## config.mk

```make
export PLATFORM = sky130hd
export DESIGN_NAME = serial_adder
export DESIGN_NICKNAME = d
export VERILOG_FILES = /design/src/rtl/adder_pkg.sv /design/src/rtl/full_adder.sv /design/src/rtl/rca_digit.sv /design/src/rtl/serial_adder.sv
export SDC_FILE = /design/constraint.sdc
export NUM_CORES = 1
export LEC_CHECK = 0
export ABC_CLOCK_PERIOD_IN_PS = 1700
export CELL_PAD_IN_SITES_DETAIL_PLACEMENT = 0
export CELL_PAD_IN_SITES_GLOBAL_PLACEMENT = 2
export CORE_MARGIN = 2
export CORE_UTILIZATION = 33
export CTS_BUF_LIST = sky130_fd_sc_hd__clkbuf_4 sky130_fd_sc_hd__clkbuf_8
export CTS_CLUSTER_DIAMETER = 60
export CTS_CLUSTER_SIZE = 40
export DETAILED_ROUTE_END_ITERATION = 8
export PLACE_DENSITY_LB_ADDON = 0.1
export SETUP_SLACK_MARGIN = 0.3
export SLEW_MARGIN = 20
export SYNTH_ARGS = -nofsm -noshare
export SYNTH_HDL_FRONTEND = slang
export SYNTH_HIERARCHICAL = 1
export SYNTH_SLANG_ARGS = --single-unit
```

## constraint.sdc

```tcl
create_clock -name clk -period 1.7 [get_ports clk]
set_input_delay 0.51 -clock clk [delete_from_list [all_inputs] [get_ports clk]]
set_output_delay 0.51 -clock clk [all_outputs]
set_load 0.1 [all_outputs]
```

## src/rtl/adder_pkg.sv

```systemverilog
// Shared definitions for the serial adder: FSM encoding, mode constants and
// the counter-width helper.
package adder_pkg;

  typedef enum logic {
    IDLE = 1'b0,
    RUN  = 1'b1
  } state_t;

  localparam logic MODE_ADD = 1'b0;
  localparam logic MODE_SUB = 1'b1;

  // Width of a counter that must hold 0..n-1; never narrower than one bit.
  function automatic int cnt_width(input int n);
    return (n <= 1) ? 1 : $clog2(n);
  endfunction

endpackage

```

## src/rtl/full_adder.sv

```systemverilog
// Single-bit full adder cell, the building block of each digit slice.
module full_adder (
  input  logic a,
  input  logic b,
  input  logic cin,
  output logic s,
  output logic cout
);

  assign s    = a ^ b ^ cin;
  assign cout = (a & b) | (cin & (a ^ b));

endmodule

```

## src/rtl/rca_digit.sv

```systemverilog
// DIGIT-bit ripple-carry slice built from full_adder cells. Also exposes the
// carry into its top bit so the caller can derive signed overflow.
module rca_digit #(
  parameter int DIGIT = 1
) (
  input  logic [DIGIT-1:0] a,
  input  logic [DIGIT-1:0] b,
  input  logic             cin,
  output logic [DIGIT-1:0] sum,
  output logic             cout,
  output logic             c_msb_in
);

  logic [DIGIT:0] c;

  assign c[0] = cin;

  for (genvar gi = 0; gi < DIGIT; gi++) begin : g_fa
    full_adder u_fa (
      .a    (a[gi]),
      .b    (b[gi]),
      .cin  (c[gi]),
      .s    (sum[gi]),
      .cout (c[gi+1])
    );
  end

  assign cout     = c[DIGIT];
  assign c_msb_in = c[DIGIT-1];

endmodule

```

## src/rtl/serial_adder.sv

```systemverilog
// Digit-serial adder/subtractor: WIDTH-bit operands processed DIGIT bits per
// clock, LSB digit first, behind a start/done handshake.
module serial_adder #(
  parameter int WIDTH = 8,
  parameter int DIGIT = 1
) (
  input  logic             clk,
  input  logic             rst_n,
  input  logic             start,
  input  logic             sub,
  input  logic [WIDTH-1:0] a,
  input  logic [WIDTH-1:0] b,
  input  logic             cin,
  output logic             busy,
  output logic             done,
  output logic [WIDTH-1:0] s,
  output logic             cout,
  output logic             ovf
);

  import adder_pkg::*;

  localparam int NDIG  = WIDTH / DIGIT;
  localparam int CNT_W = cnt_width(NDIG);
  localparam logic [CNT_W-1:0] LAST = CNT_W'(NDIG - 1);

  if (WIDTH < 1 || DIGIT < 1 || (WIDTH % DIGIT) != 0) begin : g_bad_params
    $error("serial_adder: DIGIT must be >= 1 and divide WIDTH exactly");
  end

  state_t           state_reg, state_next;
  logic [WIDTH-1:0] a_reg, b_reg, res_reg, s_reg;
  logic [WIDTH-1:0] res_next;
  logic [CNT_W-1:0] cnt_reg;
  logic             carry_reg, cout_reg, ovf_reg, done_reg;
  logic             accept, last;

  logic [DIGIT-1:0] dig_sum;
  logic             dig_cout, dig_cmsb;

  // One slice handles the current low digit of both operand shift registers.
  rca_digit #(.DIGIT(DIGIT)) u_digit (
    .a        (a_reg[DIGIT-1:0]),
    .b        (b_reg[DIGIT-1:0]),
    .cin      (carry_reg),
    .sum      (dig_sum),
    .cout     (dig_cout),
    .c_msb_in (dig_cmsb)
  );

  // New digits enter at the top so after NDIG shifts the result is aligned.
  if (DIGIT == WIDTH) begin : g_res_full
    assign res_next = dig_sum;
  end else begin : g_res_shift
    assign res_next = {dig_sum, res_reg[WIDTH-1:DIGIT]};
  end

  // Next-state logic: accept start only in IDLE, leave RUN after the last digit.
  always_comb begin
    state_next = state_reg;
    accept     = 1'b0;
    last       = 1'b0;
    case (state_reg)
      IDLE: begin
        if (start) begin
          state_next = RUN;
          accept     = 1'b1;
        end
      end
      RUN: begin
        if (cnt_reg == LAST) begin
          state_next = IDLE;
          last       = 1'b1;
        end
      end
      default: state_next = IDLE;
    endcase
  end

  // State register.
  always_ff @(posedge clk) begin
    if (!rst_n) begin
      state_reg <= IDLE;
    end else begin
      state_reg <= state_next;
    end
  end

  // Datapath: capture operands on accept, shift one digit per RUN cycle,
  // publish the result and flags on the final digit.
  always_ff @(posedge clk) begin
    if (!rst_n) begin
      a_reg     <= '0;
      b_reg     <= '0;
      res_reg   <= '0;
      s_reg     <= '0;
      cnt_reg   <= '0;
      carry_reg <= 1'b0;
      cout_reg  <= 1'b0;
      ovf_reg   <= 1'b0;
      done_reg  <= 1'b0;
    end else begin
      done_reg <= last;
      if (accept) begin
        a_reg     <= a;
        // Subtraction is a + ~b + 1: invert b and force the initial carry.
        b_reg     <= (sub == MODE_SUB) ? ~b : b;
        carry_reg <= (sub == MODE_SUB) ? 1'b1 : cin;
        cnt_reg   <= '0;
      end else if (state_reg == RUN) begin
        a_reg     <= a_reg >> DIGIT;
        b_reg     <= b_reg >> DIGIT;
        res_reg   <= res_next;
        carry_reg <= dig_cout;
        cnt_reg   <= cnt_reg + 1'b1;
        if (last) begin
          s_reg    <= res_next;
          cout_reg <= dig_cout;
          ovf_reg  <= dig_cmsb ^ dig_cout;
        end
      end
    end
  end

  assign busy = (state_reg == RUN);
  assign done = done_reg;
  assign s    = s_reg;
  assign cout = cout_reg;
  assign ovf  = ovf_reg;

endmodule
```

### Yosys cells after proc, flatten, opt, wreduce, memory -nomap -nowiden

Index checks and enable logic that the tools add are counted.

* output and inout bits: 12
* bits of input ports: 21
* register bits: 40
* logic and storage cells: 40

* muxes and demuxes: 14
* equality and inequality tests: 1
* reductions and logical operators: 4
* add/sub/neg operators: 1
* bitwise logic cells: 10

Operator list (number)
* 2-to-1 mux 8 bit: 5
* 2-to-1 mux 1 bit: 8
* inverter 8 bit: 1
* adder 3 x 1 -> 3 bit, second input constant: 1
* equality test 3 bit, second input constant: 1
* inverter 1 bit: 3
* AND reduction 3 bit: 1
* XOR 1 bit: 3
* bitwise AND 1 bit: 2
* case mux 1 bit (2 select lines): 1
* AND reduction 2 bit: 1
* nonzero test 2 bit: 1
* OR reduction 2 bit: 1
* OR 1 bit: 1

### Depth between registers and ports, before layout

Gate-level depths: netlist of run 1.

* word-level depth: 5
* gate-level depth with buffers: 5
* mapped depth without buffers: 4

### By module

Netlist of run 1, hierarchy kept.

By module, submodules not included
* serial_adder: area an instance 1737.9 um2, sequential area each 780.7 um2, cells each 176, instances 1
* full_adder: area an instance 20.0 um2, sequential area each 0.0 um2, cells each 1, instances 1
* rca_digit: area an instance 7.5 um2, sequential area each 0.0 um2, cells each 1, instances 1

### Worst setup path before layout of run 1

No wires, ideal clock.

* path kind: reg2reg
* start point: register state_reg (netlist: busy)
* end point: register s_reg[0] (netlist: s[0])
* slack: -0.040 ns
* arrival time: 1.670 ns
* required time: 1.630 ns
* clock period less this slack: 1.740 ns
* path buffers: 3
* cell stages (with the launch flop): 6
* setup time: 0.070 ns
* cell sequence: dfxtp_1 -> buf_6 -> buf_2 -> buf_2 -> nand3_1 -> a21oi_1

* word-level cells in the longest chain between the ends: 3
* elaborated cells on any way between the ends: 4
* those cells by class: 2 x mux; 1 x bitwise; 1 x reduce/logical

RTL lines
* start, declared: RTL line serial_adder.sv:31 `state_t state_reg, state_next;`
* start signal, assigned: RTL line serial_adder.sv:85 `state_reg <= state_next;`
* 2-to-1 mux 1 bit: RTL line serial_adder.sv:63 `case (state_reg)`
* inverter 1 bit (no line)
* AND reduction 3 bit (no line) *
* end signal, assigned: RTL line serial_adder.sv:117 `s_reg <= res_next;`
* end, declared: RTL line serial_adder.sv:32 `logic [WIDTH-1:0] a_reg, b_reg, res_reg, s_reg;`

Mark *: on every way between the ends. The rest lies on a longest branch, timed or not.
A chain may end at the register's enable or synchronous reset.

### Final worst setup path of run 1

* start point: register state_reg (netlist: busy)
* end point: output port busy

RTL lines
* end, declared: RTL line serial_adder.sv:14 `output logic busy,`

No word-level cell between the ends.

==> summary.md, run 1 <==
| Metric | Value |
|---|---|
| Status | `finished clean` |
| Initial Util | `34.3%` |
| CP top delay family | `flip-flops` |
| Post-synth top cells | `dfxtp_1, nand3_1, mux2i_1, a21oi_1, nand2b_1` |
| Fmax | `around 0.75 GHz` |
| Total negative slack | `0 ns` |
| Via density per instance | `4.86` |
| Total grt overflow | `0` |
| Clock tree from TritonCTS | `built` |
| FP Rows | `26` |
| HP Class | `flop to flop` |
| 1st-iter DRT viols | `35` |
| Ys async rst share | `0%` |
| Drt total wl | `~3700 um` |
| Core area | `about 5100 um2` |
| YS warnings | `6` |
| Clk_skew | `just over 0.007 ns` |
| Kind of critical path | `flop to output port` |
| Filler cell count | `531` |
| Hold slack | `0.460 ns` |
| FF+latch area | `798 um2` |
| CTS clk-pin slew, worst paths | `0.08 ns` |
| RSZ-0062 raised after global routing | `no` |
| Pwr Total | `between 0.0015 and 0.002 W` |
| CTS sink cnt | `39` |
| Number of enable flip-flop cells after synthesis | `0` |
| Register share of total power | `49.8%` |
| Chip width | `77.1 um` |
| Slowest-stage cell, CP | `dfxtp_4` |
| WL/cell | `13.1 um` |
| Psw | `0.000480 W` |
| Die span in y | `77.1 um` |
| Max cap viols | `0` |
| Synth Cell Area | `1770 um2` |
| Slew Limit Fails | `0` |
| Detail Placement HPWL | `2450 um` |
| Max stage delay on crit path | `0.37 ns` |
| Fin util | `47.5%` |
| CP Launch Type | `flop` |
| Syn_area_per_cell | `9.92 um2` |
| Area of the multi-input gates | `875 um2` |
| Peak VDD IR | `0.334 mV` |
| Switch share | `24.3%` |
| Via count | `1384` |
| Final hold vios | `0` |
| Crit path max fanout | `2` |
| Clock Tree Root | `clkbuf_8` |
| Initial antenna violation count | `0` |
| Slew margin rel. | `approximately 80%` |
| Antenna Nets Post-Route | `0` |
| Synth top area share | `44.2%` |
| H-tree levels | `2` |
| Register area share after synthesis | `44.2%` |
| CP arrival | `0.83 ns` |
| Layout cells sized above 1 | `between 20% and 30%` |
| Synth area leader | `dfxtp_1` |
| Total CTS buffers | `5` |
| Power Density | `slightly above 800 nW/um2` |
| Logic gate share of total power | `15.1%` |
| Main synth FF type | `dfxtp_1` |
| Period utilisation layout | `78.8%` |
| Critical Path End Type | `output port` |
| Clk Latency, worst-skew pair | `0.29 ns` |
| Clock share of power | `35.1%` |
| Syn Inst Count | `about 180` |
| Antenna diodes | `0` |
| Pre-antenna DRT Iters | `4` |
| CTS Buffer Depth | `2` |
| CP Data Required Time | `1.19 ns` |
| Min Tclk post-route | `1.34 ns` |
| Synth unique cells | `26` |
| NumNets Final | `238` |
| Pleak | `0.929 nW` |
| CP Cell Sequence | `buf_12` |
| Worst Tran Pin Value | `about 0.32 ns` |
| Die footprint | `5950 um2` |
| Largest net degree at the start of global routing | `23` |
| Most frequent cell after synthesis | `dfxtp_1` |
| Finish-stage setup viols | `0` |
| IO Count | `33` |
| Port buffer count | `32` |
| Residual DRC count | `0` |
| Synth Register Bits | `39` |
| Ranking of synthesized cells by area | `dfxtp_1, mux2i_1, a21bo_2` |
| Gpl congestion | `0.740` |
| Int Pwr | `approximately 0.0015 W` |
| Mapped Nets | `202` |
| Tot GR Track Use | `13.1%` |
| First-pass GRT wire length | `6270 um` |
| Area Overhead vs Synth | `38.4%` |
| Number of global-route vias before repair | `1357` |
| CP bufs+invs | `1` |
## worst min-delay path: stages (launching register included)
cell and delay [ns]:
dfxtp_1 0.31, nand3_1 0.06, a21oi_1 0.05
## power by group through the flow
stage	registers [W]	logic, W	clock network [W]
after floorplan	0.00101	0.000181	0
after CTS	0.000984	0.000301	0.000719
final	0.000984	0.000299	0.000694
after detailed placement	0.00103	0.000263	0
after global routing	0.000990	0.000328	0.000752
after global placement	0.00102	0.000256	0
## layer usage
metal	GRT usage (%)	part of all wire, %
met5	0	0
met4	4.64	1.3
met3	4.00	4.4
met2	21.6	48
met1	16.2	47
## stage by stage
step,worst slack (ns),instances,area (um2)
after floorplan,0.434,178,1780
after global placement,-0.0242,273,2300
after detailed placement,-0.0624,273,2300
after CTS,0.321,285,2430
after global routing,0.304,285,2440
final,0.360,285,2440
## placed cells by master, fill, tap and decap left out, types with 3 or more instances in the layout
cell type        count
a211oi_1             8
a21bo_2              9
a21oi_1             13
buf_12              14
buf_4                9
clkbuf_8             7
clkdlybuf4s50_1     18
dfxtp_1             27
dfxtp_2             11
mux2i_1             15
nand2b_1            11
nand3_1             17
nor2_1              10
nor2b_1              7
o221ai_1             7
or3b_1               3
xnor2_1              9
## layout make-up
type,instances,area share (%)
clock buffers,8,4.25
inverters,2,0.307
multi-input cells,121,35.8
flip-flops and latches,39,32.7
well taps,70,3.58
repair buffers,45,23.4
## final timing paths
path              slack, ns  cells past startpoint       start    to
setup / recovery       0.36                      1        busy  busy
hold / removal         0.46                      2  res_reg[1]  s[0]
setup reg to reg       0.37                      3    a_reg[0]   ovf
hold reg to reg        0.46                      2  res_reg[1]  s[0]
## logic make-up after synthesis
kind of cell | synth area share, %
fa+ha+maj | 2.55
buf+inv | 6.38
xor+xnor | 4.47
simple gates | 16.8
flops | 44.2
mux | 8.50
compound gates | 17.1
## what timing repair did
action / in CTS / in global routing
cloned: 0 / 0
pin swaps: 1 / 0
endpoints found under the hold margin: 0 / 0
setup buffers: 4 / 0
resized for setup: 1 / 3
hold buffers: 0 / 0
endpoints found under the setup margin: 12 / 23
No activity file was read; power rests on OpenSTA's default activity.
==> inputs of run 2 (changes only) <==
--- a/config.mk
+++ b/config.mk
@@ -5,11 +5,11 @@
 export SDC_FILE = /design/constraint.sdc
 export NUM_CORES = 1
 export LEC_CHECK = 0
-export ABC_CLOCK_PERIOD_IN_PS = 1700
+export ABC_CLOCK_PERIOD_IN_PS = 1100
 export CELL_PAD_IN_SITES_DETAIL_PLACEMENT = 0
 export CELL_PAD_IN_SITES_GLOBAL_PLACEMENT = 2
 export CORE_MARGIN = 2
-export CORE_UTILIZATION = 33
+export CORE_UTILIZATION = 30
 export CTS_BUF_LIST = sky130_fd_sc_hd__clkbuf_4 sky130_fd_sc_hd__clkbuf_8
 export CTS_CLUSTER_DIAMETER = 60
 export CTS_CLUSTER_SIZE = 40
==> constraint.sdc (replaced) <==
create_clock -name clk -period 1.1 [get_ports clk]
set_input_delay 0.33 -clock clk [delete_from_list [all_inputs] [get_ports clk]]
set_output_delay 0.33 -clock clk [all_outputs]
set_load 0.1 [all_outputs]
==> run 2 against run 1 <==
  * The flow now finishes with violations (negative setup slack)
  * Utilization is 4.9 points higher
  * Highest routed layer unchanged
  * Setup slack worse by 0.48 ns
  * First-iteration DRC count is 110% higher
  * Critical path type is now flop to flop
  * Critical path depth is 4 higher
  * Count of clock-buffer cells in the layout is 3 lower
  * Via count is 9.2% higher
  * Routed wire length is 19% higher
  * Global-route usage is 1.9 points higher
  * Clock power is 35% higher
  * Largest power group unchanged
==> summary.md, run 2 (synthesis gave the netlist of run 1 again) <==
| Metric | Value |
|---|---|
| Total grt overflow | `0` |
| Gpl congestion | `0.693` |
| CTS sink cnt | `39` |
| Met3 routed WL | `212 um` |
| Max cap viols | `0` |
| Antenna Nets Post-Route | `0` |
| Critical Path End Type | `flop` |
| Layout cells sized above 1 | `about half` |
| Min-delay src | `b[7]` |
| Clk_skew | `0.00865 ns` |
| Worst Tran Pin Value | `roughly 0.34 ns` |
| WL/cell | `14.5 um` |
| Clk Latency, worst-skew pair | `just under 0.3 ns` |
| Detail Placement HPWL | `about 2800 um` |
| Via density per instance | `4.91` |
| Status | `complete, but fails checks` |
| Tot GR Track Use | `15.1%` |
| Worst R2R Start | `cnt_reg[0]` |
| CP bufs+invs | `1` |
| Commonest non-fill, non-tap cell in the layout | `dfxtp_1` |
| CTS clk-pin slew, worst paths | `~0.08 ns` |
| Max stage delay on crit path | `0.34 ns` |
| RSZ-0062 raised after global routing | `yes` |
| Area Overhead vs Synth | `66.6%` |
| Min Tclk post-route | `1.22 ns` |
| NumNets Final | `~260` |
| Pleak | `1.10 nW` |
| Die footprint | `6510 um2` |
| Period utilisation layout | `111%` |
| Slew Limit Fails | `0` |
| Port buffer count | `32` |
| Final hold vios | `0` |
| Clock Tree Root | `clkbuf_8` |
| Residual DRC count | `0` |
| Initial Util | `31.5%` |
| Crit path max fanout | `11` |
| IO Count | `33` |
| CTS Buffer Depth | `2` |
| HP Class | `primary input to flop` |
| Peak VDD IR | `just over 0.5 mV` |
| Pwr Total | `just over 0.003 W` |
| Antenna diodes | `0` |
| Top sig layer | `met4` |
| Register share of total power | `48.5%` |
| Power Density | `1050 nW/um2` |
| Metal1 wirelength | `1910 um` |
| Kind of critical path | `flop to flop` |
| Worst setup margin | `-0.120 ns` |
| 1st-iter DRT viols | `75` |
| Pre-antenna DRT Iters | `4` |
| FP Rows | `27` |
| Clock share of power | `30.3%` |
| Logic gate share of total power | `between 20% and 30%` |
| Clock tree from TritonCTS | `built` |
| Switch share | `between 20% and 30%` |
| Slew margin rel. | `about 77%` |
| CP Launch Type | `flop` |
| Initial antenna violation count | `0` |
| CP Data Required Time | `1.32 ns` |
| Slowest-stage cell, CP | `dfxtp_2` |
| Pre-CTS setup slack | `-0.507 ns` |
| Drt total wl | `4460 um` |
| Fmax | `about 0.82 GHz` |
| Psw | `0.000840 W` |
| Largest net degree at the start of global routing | `16` |
| CP arrival | `1.44 ns` |
| Worst Setup SP | `cnt_reg[0]` |
| Total CTS buffers | `5` |
| Post-route insts no fill | `308` |
| Number of global-route vias before repair | `1543` |
| Met2 routed wirelength | `2300 um` |
| Failing checks | `negative setup slack` |
| Die span in y | `80.7 um` |
| CP Cell Sequence | `ha_4, ha_4, buf_12, a21bo_2, a21oi_2` |
| Via count | `1511` |
| H-tree levels | `2` |
| Commonest non-fill, non-tap cells in the layout | `dfxtp_1, buf_12, buf_4, clkdlybuf4s50_1, nand3_1` |
| Finish-stage setup viols | `33` |
| # placed instances | `282` |
| Core area | `roughly 5600 um2` |
| CP top delay family | `flip-flops` |
| Chip width | `80.7 um` |
| First-pass GRT wire length | `7490 um` |
| Int Pwr | `around 0.0023 W` |
| # hold bufs at CTS | `0` |
| CP most frequent cell | `ha_4` |
## run 2: path summary, 6_finish.rpt
kind	slack, ns	depth (start not counted)	endpoint
worst max-delay path	-0.12	5	s[5]
worst min-delay path	0.38	3	b_reg[7]
worst max register to register	-0.12	5	s[5]
worst min register to register	0.49	2	s[3]
## run 2: timing repair
action,in CTS,in global routing
buffers inserted,12,3
pin swaps,31,8
setup endpoints to repair,51,51
cloned,3,0
gates resized for setup,41,18
## run 2: worst reg2reg max path, stage by stage, from the launching register on
cell and delay [ns]:
dfxtp_2 0.34, ha_4 0.16, ha_4 0.17, buf_12 0.14
a21bo_2 0.22, a21oi_2 0.12
## run 2: cell type report
class | count | area [um2]
fill | 525 | 2670
multi-input combinational | 121 | 1050
timing repair buffer | 66 | 873
sequential | 39 | 832
tap | 72 | 90.1
clock buffer | 5 | 68.8
clock inverter | 3 | 15.0
inverter | 2 | 10.0
## run 2: metal layers
metal,vias up,global-route usage (%)
met4,0,3.56
met3,4,3.71
met5,-,0
met2,40,26.6
met1,726,18.4
li1,741,-
## run 2: metrics by stage
| step | util, % | hold slack [ns] | TNS, ns | area [um2] |
|---|---|---|---|---|
| 3_5_place_dp | 43.4 | 0.469 | -14.70 | 2440 |
| 3_3_place_gp | 43.4 | 0.450 | -13.11 | 2440 |
| 4_1_cts | 50.6 | 0.474 | -2.56 | 2840 |
| 2_1_floorplan | - | 0.432 | -3.35 | 1830 |
| 6_report | 52.5 | 0.385 | -2.25 | 2940 |
| 5_1_grt | 52.5 | 0.393 | -3.67 | 2940 |
## run 2: power by group through the flow
stage	sequential (W)	combinational (W)	clock [W]
after floorplan	0.00154	0.000289	0
after global placement	0.00154	0.000461	0
after detailed placement	0.00155	0.000474	0
after CTS	0.00150	0.000614	0.000991
after global routing	0.00151	0.000707	0.00106
final	0.00150	0.000658	0.000939
==> inputs of run 3 (changes only) <==
--- a/config.mk
+++ b/config.mk
@@ -19,5 +19,4 @@
 export SLEW_MARGIN = 20
 export SYNTH_ARGS = -nofsm -noshare
 export SYNTH_HDL_FRONTEND = slang
-export SYNTH_HIERARCHICAL = 1
 export SYNTH_SLANG_ARGS = --single-unit
==> run 3 against run 2 <==
  * The run still ends with negative setup slack left
  * Global-route usage fell by 2.0 points
  * Sequential share of layout area rose by 0.22 points
  * Design area fell by 0.94%
  * Hold slack improved by 0.049 ns
  * Clock power rose by 30%
  * Utilization rose by 0.14 points
  * First-iteration DRC count fell by 47%
  * Via count fell by 3.4%
  * Critical path type unchanged
  * Critical endpoint is now s[1]
==> summary.md, run 3 <==
| Metric | Value |
|---|---|
| Commonest non-fill, non-tap cells in the layout | `dfxtp_1, buf_4, clkdlybuf4s50_1, buf_12` |
| CP Launch Type | `flop` |
| FP Rows | `27` |
| Detail Placement HPWL | `2660 um` |
| CP Data Required Time | `1.32 ns` |
| Layout cells sized above 1 | `48.9%` |
| Ys async rst share | `0%` |
| Total CTS buffers | `5` |
| HP Class | `primary input to flop` |
| Clock Tree Root | `clkbuf_8` |
| Total negative slack | `-1.94 ns` |
| CTS clk-pin slew, worst paths | `0.08 ns` |
| Mapped Nets | `199` |
| Ranking of synthesized cells by area | `dfxtp_1, mux2i_1, a21bo_2` |
| RR Endpoint | `s[1]` |
| Clk_skew | `roughly 0.011 ns` |
| Post-route insts no fill | `307` |
| Peak VDD IR | `0.747 mV` |
| First-pass GRT wire length | `6510 um` |
| Synth Register Bits | `39` |
| Min Tclk post-route | `1.21 ns` |
| Die span in y | `80.2 um` |
| Residual DRC count | `0` |
| R2r worst-path depth | `5` |
| Antenna Nets Post-Route | `0` |
| Crit path max fanout | `7` |
| Antenna diodes | `0` |
| Worst Setup SP | `cnt_reg[0]` |
| Core area | `5540 um2` |
| Number of global-route vias before repair | `1369` |
| CP arrival | `~1.4 ns` |
| Syn Inst Count | `about 180` |
| Total grt overflow | `0` |
| Drt total wl | `4200 um` |
| Min-delay src | `start` |
| Initial antenna violation count | `0` |
| Power Density | `roughly 1100 nW/um2` |
| M2 GR Usage | `a little over a fifth` |
| Final hold vios | `0` |
| Max cap viols | `0` |
| Slew Limit Fails | `0` |
| Chip width | `80.2 um` |
| Number of enable flip-flop cells after synthesis | `0` |
| Commonest non-fill, non-tap cell in the layout | `dfxtp_1` |
| CTS Buffer Depth | `2` |
| # hold bufs at CTS | `0` |
| Fmax | `0.829 GHz` |
| RSZ-0062 raised after global routing | `yes` |
| Hold Path Cell Cnt | `3` |
| Synth unique cells | `28` |
| Status | `complete, but fails checks` |
| # placed instances | `285` |
| Port buffer count | `32` |
| Main synth FF type | `dfxtp_1` |
| Worst Tran Pin Value | `0.308 ns` |
| Synth Cell Area | `1740 um2` |
| Finish-stage setup viols | `36` |
| H-tree levels | `2` |
| 1st-iter DRT viols | `40` |
| Largest net degree at the start of global routing | `16` |
| Failing checks | `negative setup slack` |
| Syn_area_per_cell | `9.95 um2` |
| Tot GR Track Use | `between 10% and 20%` |
| NumNets Final | `258` |
| Slew margin rel. | `79.4%` |
| Post-synth top cells | `dfxtp_1, nand3_1, mux2i_1, a21oi_1` |
| Period utilisation layout | `110%` |
| Register area share after synthesis | `44.8%` |
| Clock tree from TritonCTS | `built` |
| Synth top area share | `44.8%` |
| Pwr Total | `0.00330 W` |
| WL/cell | `13.7 um` |
| Initial Util | `31.4%` |
| IO Count | `33` |
| Worst R2R Start | `cnt_reg[0]` |
| Filler cell count | `~530` |
| Pleak | `around 1.1 nW` |
| Pre-antenna DRT Iters | `4` |
| Critical Path End Type | `flop` |
| Hold worst-path end | `b_reg[7]` |
| Synth area leader | `dfxtp_1` |
| Die footprint | `6430 um2` |
| Kind of critical path | `flop to flop` |
| Most frequent cell after synthesis | `dfxtp_1` |
| YS warnings | `0` |
| Met1 GRT Util | `between 10% and 20%` |
| Via density per instance | `4.76` |
| Clk Latency, worst-skew pair | `0.29 ns` |
| Most used routing layer | `met2` |
| Worst setup margin | `-0.107 ns` |
| Area Overhead vs Synth | `67.3%` |
| Gpl congestion | `0.686` |
| CTS sink cnt | `39` |
| Via count | `1460` |
| Reg-to-reg setup timing slack | `-0.11 ns` |
| Met3 GRT Util | `3.93%` |
==> run 3: routing by layer <==
metal  part of all wire (%)  vias up
li1                       -      740
met1                     45      681
met5                      0        -
met4                    1.4        0
met2                     49       34
met3                    3.8        5
==> run 3: area by class of cell <==
| type | instances | area [um2] | share of cell area, % |
|---|---|---|---|
| multi-input cells | 120 | 1030 | 35.3 |
| repair buffers | 66 | 838 | 28.8 |
| flip-flops and latches | 39 | 831 | 28.5 |
| well taps | 72 | 90.1 | 3.09 |
| clock buffers | 7 | 83.8 | 2.88 |
| clock inverters | 1 | 30.0 | 1.03 |
| inverters | 2 | 11.3 | 0.386 |
==> run 3: what timing repair did <==
action,CTS,global route
endpoints found under the hold margin,0,0
setup buffers,6,4
setup endpoints to repair,51,51
pin swaps,35,9
gates cloned,0,4
resized for setup,29,26
==> run 3: critical path, stage by stage, from the launching register on <==
cell     delay (ns)
dfxtp_2        0.34
ha_4           0.16
ha_4           0.19
buf_6          0.14
a21bo_2        0.19
a21oi_2        0.12
==> run 3: how the worst max path moves through the flow <==
stage	to	slack [ns]	cells after the start
3_3_place_gp	cnt_reg[2]	-0.48	4
2_1_floorplan	res_reg[7]	-0.08	4
4_1_cts	ovf	-0.10	3
6_report	s[1]	-0.11	5
5_1_grt	s[1]	-0.15	5
3_5_place_dp	cnt_reg[1]	-0.52	4
==> run 3: power breakdown <==
part / total, W / internal [W] / switching, W
Sequential: 0.00149 / 0.00145 / 0.0000442
Combinational: 0.000587 / 0.000335 / 0.000252
Clock: 0.00122 / 0.000728 / 0.000493
==> run 3: cells by family after synthesis <==
| logic type | synth area share [%] |
|---|---|
| xor+xnor | 4.53 |
| compound gates | 17.4 |
| simple gates | 16.3 |
| mux | 8.62 |
| flops | 44.8 |
| fa+ha+maj | 2.59 |
| buf+inv | 5.75 |
==> run 3: metrics by stage <==
step | hold WS [ns] | setup slack (ns) | util, % | instance area (um2)
2_1_floorplan | 0.446 | -0.0783 | - | 1830
3_3_place_gp | 0.460 | -0.476 | 43.9 | 2430
3_5_place_dp | 0.468 | -0.524 | 43.9 | 2430
4_1_cts | 0.493 | -0.101 | 48.4 | 2680
5_1_grt | 0.451 | -0.148 | 52.6 | 2910
6_report | 0.433 | -0.107 | 52.6 | 2910
